`src/rtl/alu_pkg.sv`:
```
// ============================================================================
// Module   : alu_pkg
// Brief    : Shared types and defaults for the ALU arithmetic blocks.
// Revision : 1.0 - initial release
// ============================================================================
`default_nettype none

package alu_pkg;

    localparam int c_DEFAULT_WIDTH = 8;

    typedef enum logic [1:0] {
        S_IDLE = 2'd0,
        S_RUN  = 2'd1,
        S_DONE = 2'd2
    } state_t;

endpackage : alu_pkg

`default_nettype wire

```
`src/rtl/half_subtractor.sv`:
```
// ============================================================================
// Module   : half_subtractor
// Brief    : Single-bit half subtractor, d = inA - inB with borrow-out b.
// Revision : 1.0 - initial release
// ============================================================================
`default_nettype none

module half_subtractor (
    input  logic inA,
    input  logic inB,
    output logic d,
    output logic b
);

    assign d = inA ^ inB;
    assign b = ~inA & inB;

endmodule : half_subtractor

`default_nettype wire

```
`src/rtl/serial_subtractor.sv`:
```
// ============================================================================
// Module   : serial_subtractor
// Brief    : Bit-serial unsigned subtractor, LSB first, start/done handshake.
// Revision : 1.0 - initial release
// ============================================================================
`default_nettype none

module serial_subtractor
    import alu_pkg::*;
#(
    parameter  int WIDTH = c_DEFAULT_WIDTH,
    localparam int CNT_W = $clog2(WIDTH + 1)
) (
    input  logic             clk,
    input  logic             rst_n,
    input  logic             start,
    input  logic [WIDTH-1:0] a,
    input  logic [WIDTH-1:0] b,
    output logic             busy,
    output logic             done,
    output logic [WIDTH-1:0] diff,
    output logic             borrow,
    output logic             zero
);

    state_t             r_state;
    state_t             w_state_nxt;
    logic [WIDTH-1:0]   r_sa;
    logic [WIDTH-1:0]   r_sb;
    logic [WIDTH-1:0]   r_res;
    logic               r_bor;
    logic [CNT_W-1:0]   r_cnt;

    logic               w_d1;
    logic               w_b1;
    logic               w_d_bit;
    logic               w_b2;
    logic               w_bor_nxt;
    logic               w_last;
    logic [WIDTH-1:0]   w_res_final;

    // Full-subtractor cell: two half subtractors, borrows ORed.
    half_subtractor u_hs_ab (
        .inA (r_sa[0]),
        .inB (r_sb[0]),
        .d   (w_d1),
        .b   (w_b1)
    );

    half_subtractor u_hs_bor (
        .inA (w_d1),
        .inB (r_bor),
        .d   (w_d_bit),
        .b   (w_b2)
    );

    assign w_bor_nxt   = w_b1 | w_b2;
    assign w_last      = (r_cnt == CNT_W'(WIDTH - 1));
    assign w_res_final = {w_d_bit, r_res[WIDTH-1:1]};

    always_ff @(posedge clk or negedge rst_n) begin
        if (!rst_n) begin
            r_state <= S_IDLE;
        end else begin
            r_state <= w_state_nxt;
        end
    end

    always_comb begin
        w_state_nxt = r_state;
        case (r_state)
            S_IDLE:  if (start)  w_state_nxt = S_RUN;
            S_RUN:   if (w_last) w_state_nxt = S_DONE;
            S_DONE:  w_state_nxt = S_IDLE;
            default: w_state_nxt = S_IDLE;
        endcase
    end

    always_ff @(posedge clk or negedge rst_n) begin
        if (!rst_n) begin
            r_sa   <= '0;
            r_sb   <= '0;
            r_res  <= '0;
            r_bor  <= 1'b0;
            r_cnt  <= '0;
            diff   <= '0;
            borrow <= 1'b0;
            zero   <= 1'b1;
        end else begin
            case (r_state)
                S_IDLE: begin
                    if (start) begin
                        r_sa  <= a;
                        r_sb  <= b;
                        r_bor <= 1'b0;
                        r_cnt <= '0;
                    end
                end
                S_RUN: begin
                    r_sa  <= r_sa >> 1;
                    r_sb  <= r_sb >> 1;
                    r_res <= w_res_final;
                    r_bor <= w_bor_nxt;
                    r_cnt <= r_cnt + CNT_W'(1);
                    // Results publish on the edge entering DONE, untouched otherwise.
                    if (w_last) begin
                        diff   <= w_res_final;
                        borrow <= w_bor_nxt;
                        zero   <= (w_res_final == '0);
                    end
                end
                default: ;
            endcase
        end
    end

    assign busy = (r_state != S_IDLE);
    assign done = (r_state == S_DONE);

endmodule : serial_subtractor

`default_nettype wire
```
`config.mk`:
```
export PLATFORM = sky130hd
export DESIGN_NAME = serial_subtractor
export DESIGN_NICKNAME = d
export VERILOG_FILES = /design/src/rtl/alu_pkg.sv /design/src/rtl/half_subtractor.sv /design/src/rtl/serial_subtractor.sv
export SDC_FILE = /design/constraint.sdc
export NUM_CORES = 1
export LEC_CHECK = 0
export ABC_AREA = 0
export CAP_MARGIN = 10
export CORE_ASPECT_RATIO = 1.25
export CORE_MARGIN = 5
export CORE_UTILIZATION = 40
export DETAILED_ROUTE_END_ITERATION = 16
export PLACE_DENSITY_LB_ADDON = 0.1
export SLEW_MARGIN = 40
export SYNTH_ARGS = -nofsm -noshare
export SYNTH_HDL_FRONTEND = slang
export SYNTH_HIERARCHICAL = 1
export SYNTH_SLANG_ARGS = --single-unit
```
`constraint.sdc`:
```
create_clock -name clk -period 2.3 [get_ports clk]
set_clock_uncertainty 0.2 [all_clocks]
set_input_delay 0.46 -clock clk [delete_from_list [all_inputs] [get_ports clk]]
set_output_delay 0.46 -clock clk [all_outputs]
set_load 0.1 [all_outputs]
```
==> impl_results.rst, run 1 <==
.. list-table::
   :header-rows: 1

   * - Metric
     - Value
   * - Status
     - completed
   * - Top Ports
     - 31
   * - Final critical path time including I/O delays and setup
     - 2.04 ns
   * - Seq. cell area
     - 0.00100 sq mm
   * - Number of synthesized register bits
     - 40
   * - Register clock-pin slew on the reported worst setup and hold paths
     - 0.08 ns
   * - Wire length reported by the detailed router
     - 3890 um
   * - Crit-path leading delay family
     - flip-flops
   * - Required time at the endpoint of the critical path
     - 1.64 ns
   * - Final weighted congestion of routability-driven global placement
     - 0.754
   * - CTS Buffer Depth
     - 2
   * - Largest net degree at the start of global routing
     - 41
   * - Setup Buffers After CTS
     - 0
   * - Post-synth net total
     - 200
   * - Sequence of cells on the critical path
     - buf_4 -> or2_2 -> buf_12
   * - Clock root buffer master
     - sky130_fd_sc_hd__clkbuf_8
   * - Final Hold Vio Count
     - 0
   * - Share of post-route cells with drive strength above 1
     - 21.7%
   * - Number of global-route vias before repair
     - 1,540
   * - Clk sinks
     - 40
   * - Xor and xnor fraction of the mapped netlist area
     - 0%
   * - Count of nets after finishing
     - 238
   * - Row count
     - 27
   * - Final worst setup slack
     - 0.264 ns
   * - Layout area overhead
     - 29.3%
   * - Cell area after technology mapping
     - 0.00184 sq mm
   * - Average detailed-routed wire length per instance
     - 14.1 um
   * - Number of detailed-routing iterations run before antenna repair
     - 4
   * - Async set or reset register ratio after synthesis
     - 100%
   * - Worst slack after detailed placement
     - 0.320 ns
   * - Initial DRC Count
     - 67
   * - Number of buffers inserted by hold repair at cts
     - 0
   * - Inserted Clock Buffers
     - 5
   * - Total via count after detailed routing
     - 1,404
   * - Mux contribution to synthesized area
     - 6.68%
   * - Std-Cell Core Area
     - 0.00443 sq mm
   * - Number of H-tree levels
     - 2
   * - Global-route wire length before repair
     - 7080 um
   * - Internal reg-to-reg setup slack
     - 0.40 ns
   * - Vertical die dimension
     - 85.7 um
   * - Combinational family with the most area after synthesis
     - compound AO/OA/AOI/OAI gates
   * - Buffering stage count on the worst path with inverters included
     - 2
   * - Critical path class
     - register to output pin
   * - Quantity of I/O buffers inserted on ports
     - 30
   * - Worst-case headroom to the max-slew limit
     - 63.2%
   * - Delay of the slowest cell on the worst path
     - 0.38 ns
   * - Adder-cell share of the synthesized area
     - 2.04%
   * - Multi-input gate area in the final layout
     - 768 sq um
   * - Residual overflow from global routing
     - 0
   * - Power per unit of standard cell area
     - 1570 mW/mm^2
   * - Leading cell type in the layout, fill and taps excluded
     - sky130_fd_sc_hd__dfrtp_1
   * - Gr usage total
     - 14.2%
   * - Antenna cells
     - 0
   * - Distinct cell type count after synthesis
     - 25
   * - Reg-to-reg startpoint
     - r_sa[0]$_DFFE_PN0P_
   * - Post-DP Area
     - 0.00225 sq mm
   * - Post-synthesis cell count
     - 178
   * - Highest-count cells in the layout ignoring fill and taps
     - 39 x sky130_fd_sc_hd__dfrtp_1, 29 x sky130_fd_sc_hd__nand2_1, 20 x sky130_fd_sc_hd__buf_4
   * - Max-slew violation count
     - 0
   * - Worst IR Drop VDD
     - 1000 uV
   * - X dimension of the die
     - 70.6 um
   * - Commonest register cell after synthesis
     - sky130_fd_sc_hd__dfrtp_1
   * - EDFF count, synth
     - 0
   * - Die ar.
     - 0.00605 sq mm
   * - Type of the worst min-delay path
     - primary input to async pin
   * - Final period utilization
     - 88.5%
   * - Fmax
     - 0.491 GHz
   * - Arrival time at the worst endpoint
     - 1.38 ns
   * - Sequential area share after synthesis
     - 54.6%
   * - Fin Setup TNS
     - 0 ns
   * - Type of destination of the critical path
     - output pin
   * - Number of setup violations in the final report
     - 0
   * - CP startpoint kind
     - register
   * - Share of the synthesized area in compound gates (AO/OA/AOI/OAI)
     - 16.5%
   * - Mean post-synth cell area
     - 10.3 sq um
   * - Number of antenna violations at the first check in global routing
     - 0
   * - Simple-gate share of the synthesized area
     - 16.2%
   * - Vias per inst
     - 5.11
   * - Design Area, Final
     - 0.00237 sq mm
   * - Number of cells on the critical path
     - 3
   * - Count of max-cap constraint violations
     - 0
   * - Worst slew pin tran
     - 0.551 ns
   * - Clock latency of the later-clocked register in the worst-skew pair
     - 0.28 ns
   * - Library cell contributing the largest single delay on the critical path
     - sky130_fd_sc_hd__dfrtp_1
   * - Worst reg-to-reg path cell count
     - 9
   * - Total number of yosys warnings
     - 6
   * - Clock tree from TritonCTS
     - done
   * - Drc violations
     - 0
   * - Starting density of the core
     - 41.5%
   * - Maximum fanout along the worst path
     - 22
   * - Final HPWL from detailed placement
     - 2710 um
   * - FF-to-FF End
     - zero$_DFFE_PN1P_
   * - Fill cells
     - 404
   * - Worst Hold Margin
     - 0.0196 ns
   * - DRT antenna net count
     - 0
   * - Cells resized by post-CTS repair
     - 0
   * - Leakage power of the design
     - 1.08 nW
   * - RSZ-0062 raised after global routing
     - no
-- area by class of cell --
| type | instances | area share [%] |
|---|---|---|
| tap | 58 | 3.06 |
| inverter | 5 | 0.791 |
| sequential | 40 | 42.2 |
| multi-input combinational | 123 | 32.4 |
| timing repair buffer | 41 | 16.2 |
| clock buffer | 7 | 4.06 |
| clock inverter | 1 | 1.27 |
-- metrics by stage --
stage	cells	total power [mW]	util, %
after floorplan	178	2.60	-
after global placement	267	3.10	50.8
after detailed placement	267	3.14	50.8
after CTS	275	3.78	53.6
after global routing	275	3.99	53.6
final	275	3.72	53.6
-- cell families after synthesis --
group | Yosys count
AO/OA/AOI/OAI | 51
AND/OR/NAND/NOR | 58
buffers and inverters | 15
flip-flops | 40
multiplexers | 11
adder cells (fa/ha/maj) | 3
-- power breakdown --
| group | internal (mW) | total, mW | switching [mW] |
|---|---|---|---|
| clock | 0.383 | 0.617 | 0.234 |
| sequential | 1.01 | 1.24 | 0.229 |
| combinational | 0.648 | 1.87 | 1.22 |
| total | 2.04 | 3.72 | 1.68 |
-- synthesized netlist by cell type, types with 2 or more instances --
cell type                  number  share of area [%]
sky130_fd_sc_hd__a21oi_1       17                4.6
sky130_fd_sc_hd__and3b_1        2               0.95
sky130_fd_sc_hd__o21ai_0       17                4.6
sky130_fd_sc_hd__nor2b_1       17                5.8
sky130_fd_sc_hd__or2_2          2               0.68
sky130_fd_sc_hd__a22o_1         3                1.4
sky130_fd_sc_hd__clkbuf_1       6                1.2
sky130_fd_sc_hd__buf_4          2               0.82
sky130_fd_sc_hd__nor4_1         2               0.68
sky130_fd_sc_hd__mux2_2        10                6.1
sky130_fd_sc_hd__nand3_1        2               0.55
sky130_fd_sc_hd__nand2_1       29                5.9
sky130_fd_sc_hd__ha_1           3                2.0
sky130_fd_sc_hd__a22oi_1       12                4.9
sky130_fd_sc_hd__dfrtp_1       39                 53
sky130_fd_sc_hd__nor2_1         2               0.41
sky130_fd_sc_hd__inv_1          5                1.0
-- state kept, by name, indices dropped and copies added, names as in the netlist --
signal and cells:
zero 1, r_sb 8, r_res 7, r_state 2
r_cnt 4, r_bor 1, borrow 1, r_sa 8
diff 8
-- layer usage --
metal | GRT usage (%) | share of wire (%) | up-vias
met1 | 17.0 | 44 | 680
met4 | 4.10 | 0.88 | 0
li1 | - | - | 696
met5 | 0 | 0 | -
met2 | 24.7 | 50 | 24
met3 | 4.34 | 4.7 | 4
-- worst max path at each step --
| stage | start | end | slack [ns] |
|---|---|---|---|
| after floorplan | r_state[1]$_DFFE_PN0P_ | done | 0.15 |
| after global routing | r_state[1]$_DFFE_PN0P_ | busy | 0.20 |
| after detailed placement | start | r_cnt[3]$_DFFE_PN0P_ | 0.32 |
| after global placement | start | r_cnt[3]$_DFFE_PN0P_ | 0.35 |
| final | r_state[1]$_DFFE_PN0P_ | busy | 0.26 |
| after CTS | r_state[1]$_DFFE_PN0P_ | busy | 0.24 |
No activity file was read; power rests on OpenSTA's default activity.
==> run 2: changes to the inputs <==
--- a/config.mk
+++ b/config.mk
@@ -5,11 +5,12 @@
 export SDC_FILE = /design/constraint.sdc
 export NUM_CORES = 1
 export LEC_CHECK = 0
-export ABC_AREA = 0
+export ABC_AREA = 1
 export CAP_MARGIN = 10
 export CORE_ASPECT_RATIO = 1.25
 export CORE_MARGIN = 5
 export CORE_UTILIZATION = 40
+export CTS_CLUSTER_DIAMETER = 80
 export DETAILED_ROUTE_END_ITERATION = 16
 export PLACE_DENSITY_LB_ADDON = 0.1
 export SLEW_MARGIN = 40
==> run 2 against run 1 <==
Core utilization fell by 1.8 points. Worst setup slack better by 0.24 ns. Combinational power increased by 2%. Critical endpoint unchanged. Largest power group unchanged.
==> impl_results.rst, run 2 <==
.. list-table::
   :header-rows: 1

   * - Metric
     - Value
   * - Residual overflow from global routing
     - 0
   * - EDFF count, synth
     - 0
   * - Vertical die dimension
     - 86.4 um
   * - Sequence of cells on the critical path
     - nor2_1 -> inv_1 -> buf_12
   * - Clock tree from TritonCTS
     - done
   * - Critical path class
     - register to output pin
   * - Cell taking the most area after synthesis
     - sky130_fd_sc_hd__dfrtp_1
   * - X dimension of the die
     - 71.1 um
   * - Drc violations
     - 0
   * - CTS Buffer Depth
     - 2
   * - Fill cells
     - 450
   * - Type of the worst min-delay path
     - register to register
   * - Cells resized by post-CTS repair
     - 0
   * - RSZ-0062 raised after global routing
     - no
   * - Xor and xnor fraction of the mapped netlist area
     - 0%
   * - Worst Hold Path Cells
     - 2
   * - Arrival time at the worst endpoint
     - 1.14 ns
   * - Clk sinks
     - 40
   * - Number of detailed-routing iterations run before antenna repair
     - 4
   * - Global-route wire length before repair
     - 6240 um
   * - Initial DRC Count
     - 61
   * - Cell types with the largest area share after synthesis
     - sky130_fd_sc_hd__dfrtp_1 52%, sky130_fd_sc_hd__nand2_1 12%, sky130_fd_sc_hd__nand3_1 9.6%, sky130_fd_sc_hd__o21ai_2 4.7%, sky130_fd_sc_hd__inv_1 2.6%
   * - Power per unit of standard cell area
     - 1570 mW/mm^2
   * - Commonest register cell after synthesis
     - sky130_fd_sc_hd__dfrtp_1
   * - Fin Setup TNS
     - 0 ns
   * - Status
     - completed
   * - Endpoint of the worst hold-timing path
     - diff[7]$_DFFE_PN0P_
   * - Number of H-tree levels
     - 2
   * - Reg-to-reg startpoint
     - r_sa[0]$_DFFE_PN0P_
   * - Mux contribution to synthesized area
     - 0%
   * - Worst slew pin tran
     - 0.470 ns
   * - Required time at the endpoint of the critical path
     - 1.64 ns
   * - Type of destination of the critical path
     - output pin
   * - Library cell contributing the largest single delay on the critical path
     - sky130_fd_sc_hd__dfrtp_1
   * - Share of post-route cells with drive strength above 1
     - 20.8%
   * - Distinct cell type count after synthesis
     - 24
   * - Std-Cell Core Area
     - 0.00446 sq mm
   * - Final critical path time including I/O delays and setup
     - 1.80 ns
   * - Final HPWL from detailed placement
     - 2510 um
   * - Leading cell type in the layout, fill and taps excluded
     - sky130_fd_sc_hd__nand2_1
   * - Combinational family with the most area after synthesis
     - simple AND/OR/NAND/NOR gates
   * - Final weighted congestion of routability-driven global placement
     - 0.776
   * - Layout area overhead
     - 23.6%
   * - Max-slew violation count
     - 0
   * - Source of the worst hold timing path
     - diff[7]$_DFFE_PN0P_
   * - Cell area after technology mapping
     - 0.00187 sq mm
   * - Worst slack after detailed placement
     - 0.480 ns
   * - Clock latency of the later-clocked register in the worst-skew pair
     - 0.29 ns
   * - Row count
     - 27
   * - Number of antenna violations at the first check in global routing
     - 0
   * - Share of the synthesized area in compound gates (AO/OA/AOI/OAI)
     - 7.43%
   * - Gr usage total
     - 12.8%
   * - Seq. cell area
     - 0.00100 sq mm
   * - Post-synth net total
     - 224
   * - Post-synthesis cell count
     - 202
   * - Final worst setup slack
     - 0.505 ns
   * - Mean post-synth cell area
     - 9.25 sq um
   * - Worst reg-to-reg path cell count
     - 11
   * - Register clock-pin slew on the reported worst setup and hold paths
     - 0.07 ns
   * - Final period utilization
     - 78.0%
   * - Die ar.
     - 0.00615 sq mm
   * - Fraction of synthesized cell area taken by the top area cell type
     - 52.2%
   * - Most numerous cell types in the synthesized netlist
     - 60 x sky130_fd_sc_hd__nand2_1, 39 x sky130_fd_sc_hd__dfrtp_1, 36 x sky130_fd_sc_hd__nand3_1
   * - Multi-input gate area in the final layout
     - 726 sq um
   * - Count of max-cap constraint violations
     - 0
   * - Number of global-route vias before repair
     - 1,378
   * - Fmax
     - 0.557 GHz
   * - Total number of yosys warnings
     - 6
   * - Antenna cells
     - 0
   * - Top Ports
     - 31
   * - Inserted Clock Buffers
     - 5
   * - Async set or reset register ratio after synthesis
     - 100%
   * - Vias per inst
     - 4.83
   * - DRT antenna net count
     - 0
   * - Final Hold Vio Count
     - 0
   * - FF-to-FF End
     - zero$_DFFE_PN1P_
   * - Sequential area share after synthesis
     - 53.7%
   * - Adder-cell share of the synthesized area
     - 2.01%
   * - Worst IR Drop VDD
     - 525 uV
   * - Worst-case headroom to the max-slew limit
     - 68.6%
   * - Total via count after detailed routing
     - 1,419
   * - CP startpoint kind
     - register
   * - Internal reg-to-reg setup slack
     - 0.57 ns
   * - Simple-gate share of the synthesized area
     - 29.3%
   * - Starting density of the core
     - 41.9%
   * - Average detailed-routed wire length per instance
     - 12.2 um
   * - Highest-count cells in the layout ignoring fill and taps
     - 60 x sky130_fd_sc_hd__nand2_1, 39 x sky130_fd_sc_hd__dfrtp_1, 36 x sky130_fd_sc_hd__nand3_1
   * - Number of setup violations in the final report
     - 0
   * - Clock root buffer master
     - sky130_fd_sc_hd__clkbuf_8
   * - Number of synthesized register bits
     - 40
   * - Delay of the slowest cell on the worst path
     - 0.48 ns
   * - Dominant cell by count in the synthesized netlist
     - sky130_fd_sc_hd__nand2_1
   * - Largest net degree at the start of global routing
     - 22
   * - Quantity of I/O buffers inserted on ports
     - 30
   * - Wire length reported by the detailed router
     - 3590 um
   * - Leakage power of the design
     - 1.11 nW
   * - Largest registers ranked by flip-flop count
     - diff: 8 flops, r_sa: 8 flops, r_sb: 8 flops
   * - Maximum fanout along the worst path
     - 4
   * - Count of nets after finishing
     - 257
-- run 2: cell families (layout without fill, tap and decap cells) --
family | count (synthesis) | after routing
adders and majority gates | 3 | 3
AOI/OAI and AO/OA | 19 | 19
buffers and inverters | 24 | 58
and+or+nand+nor | 116 | 116
DFF | 40 | 40
-- run 2: routing by layer --
metal,track usage [%],wire length [um],up-vias
met5,0,0,-
met3,3.48,167,7
li1,-,-,719
met4,5.64,66,0
met1,16.0,1600,668
met2,20.8,1760,25
-- run 2: per-stage QoR --
step	hold WS (ns)	util, %	total power [mW]	instances	area (sq um)
floorplan	-0.0356	-	2.77	202	1870
global route	0.305	51.8	3.87	294	2310
CTS	0.291	51.8	3.67	294	2310
detailed placement	0.253	49.5	3.18	285	2210
global placement	0.244	49.5	3.15	285	2210
finish	0.287	51.8	3.62	294	2310
-- run 2: area by class of cell --
type	count	area share [%]
clock buffer	6	3.58
clock inverter	2	0.433
inverter	15	2.65
multi-input combinational	138	31.4
sequential	40	43.4
tap	58	3.14
timing repair buffer	35	15.4
-- run 2: report_power, final --
part | internal [mW] | leakage, nW | switching [mW]
Sequential | 1.02 | 0.504 | 0.214
Clock | 0.239 | 0.0510 | 0.241
Combinational | 0.542 | 0.551 | 1.36
Total | 1.80 | 1.11 | 1.82
-- run 2: worst max path at each step --
| stage | start | end | cells after the start |
|---|---|---|---|
| floorplan | r_state[0]$_DFFE_PN0P_ | done | 1 |
| global placement | start | r_state[0]$_DFFE_PN0P_ | 4 |
| detailed placement | start | r_state[0]$_DFFE_PN0P_ | 4 |
| CTS | r_state[0]$_DFFE_PN0P_ | busy | 3 |
| global route | r_state[0]$_DFFE_PN0P_ | busy | 3 |
| finish | r_state[0]$_DFFE_PN0P_ | busy | 3 |
-- run 2: worst max-delay path, delay by kind of cell (launching register included) --
kind	cells	cell delay (ns)
buffers and inverters	2	0.28
flip-flops	1	0.48
AND/OR/NAND/NOR	1	0.08
-- run 2: repair_timing --
| item | 4_1_cts | 5_1_grt |
|---|---|---|
| hold buffers | 1 | 0 |
| buffers inserted | 0 | 0 |
| hold endpoints to repair | 18 | 0 |
==> run 3: changes to the inputs <==
==> constraint.sdc (replaced) <==
create_clock -name clk -period 1.7 [get_ports clk]
set_clock_uncertainty 0.2 [all_clocks]
set_input_delay 0.34 -clock clk [delete_from_list [all_inputs] [get_ports clk]]
set_output_delay 0.34 -clock clk [all_outputs]
set_load 0.1 [all_outputs]
==> run 3 against run 2 <==
First-iteration DRC count shrank 15%. Sequential power increased by 41%. Clock power increased by 56%. Die area is the same. Core utilization increased by 4.9 points.
==> impl_results.rst, run 3 (synthesis gave the netlist of run 2 again) <==
.. list-table::
   :header-rows: 1

   * - Metric
     - Value
   * - Number of antenna violations at the first check in global routing
     - 0
   * - Part of the total power dissipated in combinational logic
     - 54.9%
   * - Clock tree from TritonCTS
     - done
   * - Final period utilization
     - 97.4%
   * - Final HPWL from detailed placement
     - 2480 um
   * - Vias per inst
     - 4.76
   * - Timing startpoint of the critical path
     - r_sb[0]$_DFFE_PN0P_
   * - Final weighted congestion of routability-driven global placement
     - 0.729
   * - Fraction of power spent switching nets
     - 46.4%
   * - Type of the worst min-delay path
     - register to register
   * - X dimension of the die
     - 71.1 um
   * - Type of destination of the critical path
     - register
   * - Worst Hold Margin
     - 0.293 ns
   * - Library cell contributing the largest single delay on the critical path
     - sky130_fd_sc_hd__dfrtp_1
   * - Leakage power of the design
     - 1.18 nW
   * - Initial DRC Count
     - 52
   * - Largest net degree at the start of global routing
     - 41
   * - Share of post-route cells with drive strength above 1
     - 24.2%
   * - Drc violations
     - 0
   * - Residual overflow from global routing
     - 0
   * - Count of nets after finishing
     - 261
   * - Internal reg-to-reg setup slack
     - 0.04 ns
   * - Delay of the slowest cell on the worst path
     - 0.40 ns
   * - Number of setup violations in the final report
     - 0
   * - Gr usage total
     - 13.1%
   * - RSZ-0062 raised after global routing
     - yes
   * - Reported net switching power
     - 2.56 mW
   * - Fmax
     - 0.604 GHz
   * - Power per unit of standard cell area
     - 2190 mW/mm^2
   * - DRT antenna net count
     - 0
   * - Die ar.
     - 0.00615 sq mm
   * - Fill cells
     - 435
   * - Highest-count cells in the layout ignoring fill and taps
     - 60 x sky130_fd_sc_hd__nand2_1, 38 x sky130_fd_sc_hd__dfrtp_1, 36 x sky130_fd_sc_hd__nand3_1
   * - Clock root buffer master
     - sky130_fd_sc_hd__clkbuf_8
   * - Number of H-tree levels
     - 2
   * - Quantity of I/O buffers inserted on ports
     - 30
   * - Row count
     - 27
   * - Wire length reported by the detailed router
     - 3620 um
   * - Clk pwr share
     - 13.6%
   * - Design Area, Final
     - 0.00253 sq mm
   * - Std-Cell Core Area
     - 0.00446 sq mm
   * - Buffering stage count on the worst path with inverters included
     - 3
   * - Register clock-pin slew on the reported worst setup and hold paths
     - 0.07 ns
   * - Largest registers ranked by flip-flop count
     - diff: 8 flops, r_sa: 8 flops, r_sb: 8 flops
   * - Final worst setup slack
     - 0.0435 ns
   * - Internal power contribution
     - 2.96 mW
   * - Starting density of the core
     - 41.9%
   * - Number of detailed-routing iterations run before antenna repair
     - 4
   * - Final Hold Vio Count
     - 0
   * - Antenna cells
     - 0
   * - Arrival time at the worst endpoint
     - 1.69 ns
   * - Maximum fanout along the worst path
     - 2
   * - Crit-path leading delay family
     - adder cells
   * - Leading cell type in the layout, fill and taps excluded
     - sky130_fd_sc_hd__nand2_1
   * - Worst setup path endpoint
     - zero$_DFFE_PN1P_
   * - Worst reg-to-reg path cell count
     - 10
   * - Worst slew pin tran
     - 0.257 ns
   * - Layout area overhead
     - 35.2%
   * - Final critical path time including I/O delays and setup
     - 1.66 ns
   * - Reg-to-reg startpoint
     - r_sb[0]$_DFFE_PN0P_
   * - Required time at the endpoint of the critical path
     - 1.73 ns
   * - Fin Setup TNS
     - 0 ns
   * - Worst-case headroom to the max-slew limit
     - 82.9%
   * - Average detailed-routed wire length per instance
     - 12.1 um
   * - Critical path class
     - register to register
   * - Status
     - completed
   * - # placed instances
     - 287
   * - Post-DP Area
     - 0.00238 sq mm
   * - Total via count after detailed routing
     - 1,418
   * - Count of max-cap constraint violations
     - 0
   * - Post-layout instance count excluding filler cells
     - 298
   * - Worst IR Drop VDD
     - 775 uV
   * - Global-route wire length before repair
     - 6350 um
   * - Sequence of cells on the critical path
     - ha_1 -> inv_1 -> inv_2 -> ha_4 -> inv_2 -> nor2_2 -> nand2_1 -> nor2_1 -> nand2_1 -> nand2_1
   * - CP startpoint kind
     - register
   * - Vertical die dimension
     - 86.4 um
   * - Inserted Clock Buffers
     - 5
   * - Clock latency of the later-clocked register in the worst-skew pair
     - 0.28 ns
   * - Worst slack after detailed placement
     - 0.0493 ns
   * - Clk sinks
     - 40
   * - CTS Buffer Depth
     - 2
   * - Number of global-route vias before repair
     - 1,396
   * - Sequential cell fraction of total power
     - 31.5%
   * - Top Ports
     - 31
   * - Number of cells on the critical path
     - 10
   * - FF-to-FF End
     - zero$_DFFE_PN1P_
   * - Max-slew violation count
     - 0
   * - Most frequent cell on the critical path
     - sky130_fd_sc_hd__nand2_1
==> run 3: changes by cell type in the layout (fill, tap and decap cells not counted), moves of 3 or more <==
cell	previous run	this run
sky130_fd_sc_hd__buf_12	4	16
sky130_fd_sc_hd__inv_2	1	4
sky130_fd_sc_hd__buf_4	12	4
sky130_fd_sc_hd__inv_1	13	10
==> run 3: how the worst min path moves through the flow <==
stage / start / endpoint / depth (start not counted)
2_1_floorplan: rst_n / borrow$_DFFE_PN0P_ / 0
3_3_place_gp: rst_n / diff[3]$_DFFE_PN0P_ / 2
3_5_place_dp: rst_n / diff[4]$_DFFE_PN0P_ / 2
4_1_cts: r_sa[7]$_DFFE_PN0P_ / r_sa[6]$_DFFE_PN0P_ / 2
5_1_grt: zero$_DFFE_PN1P_ / zero$_DFFE_PN1P_ / 2
6_report: r_sa[2]$_DFFE_PN0P_ / r_sa[1]$_DFFE_PN0P_ / 2
==> run 3: per-layer routing <==
layer / up-vias / wire [um] / global-route usage [%]
li1: 724 / - / -
met1: 663 / 1570 / 15.7
met2: 24 / 1840 / 22.4
met3: 7 / 150 / 2.67
met4: 0 / 61 / 6.15
met5: - / 0 / 0
==> run 3: timing repair <==
action / in CTS / in global routing
hold buffers: 1 / 0
endpoints found under the hold margin: 39 / 0
setup buffers: 0 / 2
endpoints found under the setup margin: 0 / 4
gates resized for setup: 0 / 6
==> run 3: power by group through the flow <==
stage	logic, mW	registers, mW	clock network (mW)
2_1_floorplan	1.28	2.47	0
3_3_place_gp	2.97	1.74	0
3_5_place_dp	2.99	1.75	0
4_1_cts	3.00	1.74	0.780
5_1_grt	3.27	1.80	0.824
6_report	3.03	1.74	0.749
==> run 3: layout make-up <==
class,count,area [sq um],share of cell area (%)
clock inverter,2,35.0,1.39
inverter,15,61.3,2.43
timing repair buffer,39,536,21.2
sequential,40,1000,39.7
multi-input combinational,138,746,29.5
tap,58,72.6,2.87
clock buffer,6,72.6,2.87
==> run 3: tightest hold or removal path: cells and delay by family (launching register included) <==
kind | cells | cell delay (ns)
simple gates | 2 | 0.12
flops | 1 | 0.34
==> run 3: per-stage QoR <==
step	utilization [%]	power, mW
floorplan	-	3.75
global placement	53.3	4.71
detailed placement	53.3	4.74
CTS	55.9	5.52
global route	56.6	5.89
finish	56.6	5.52
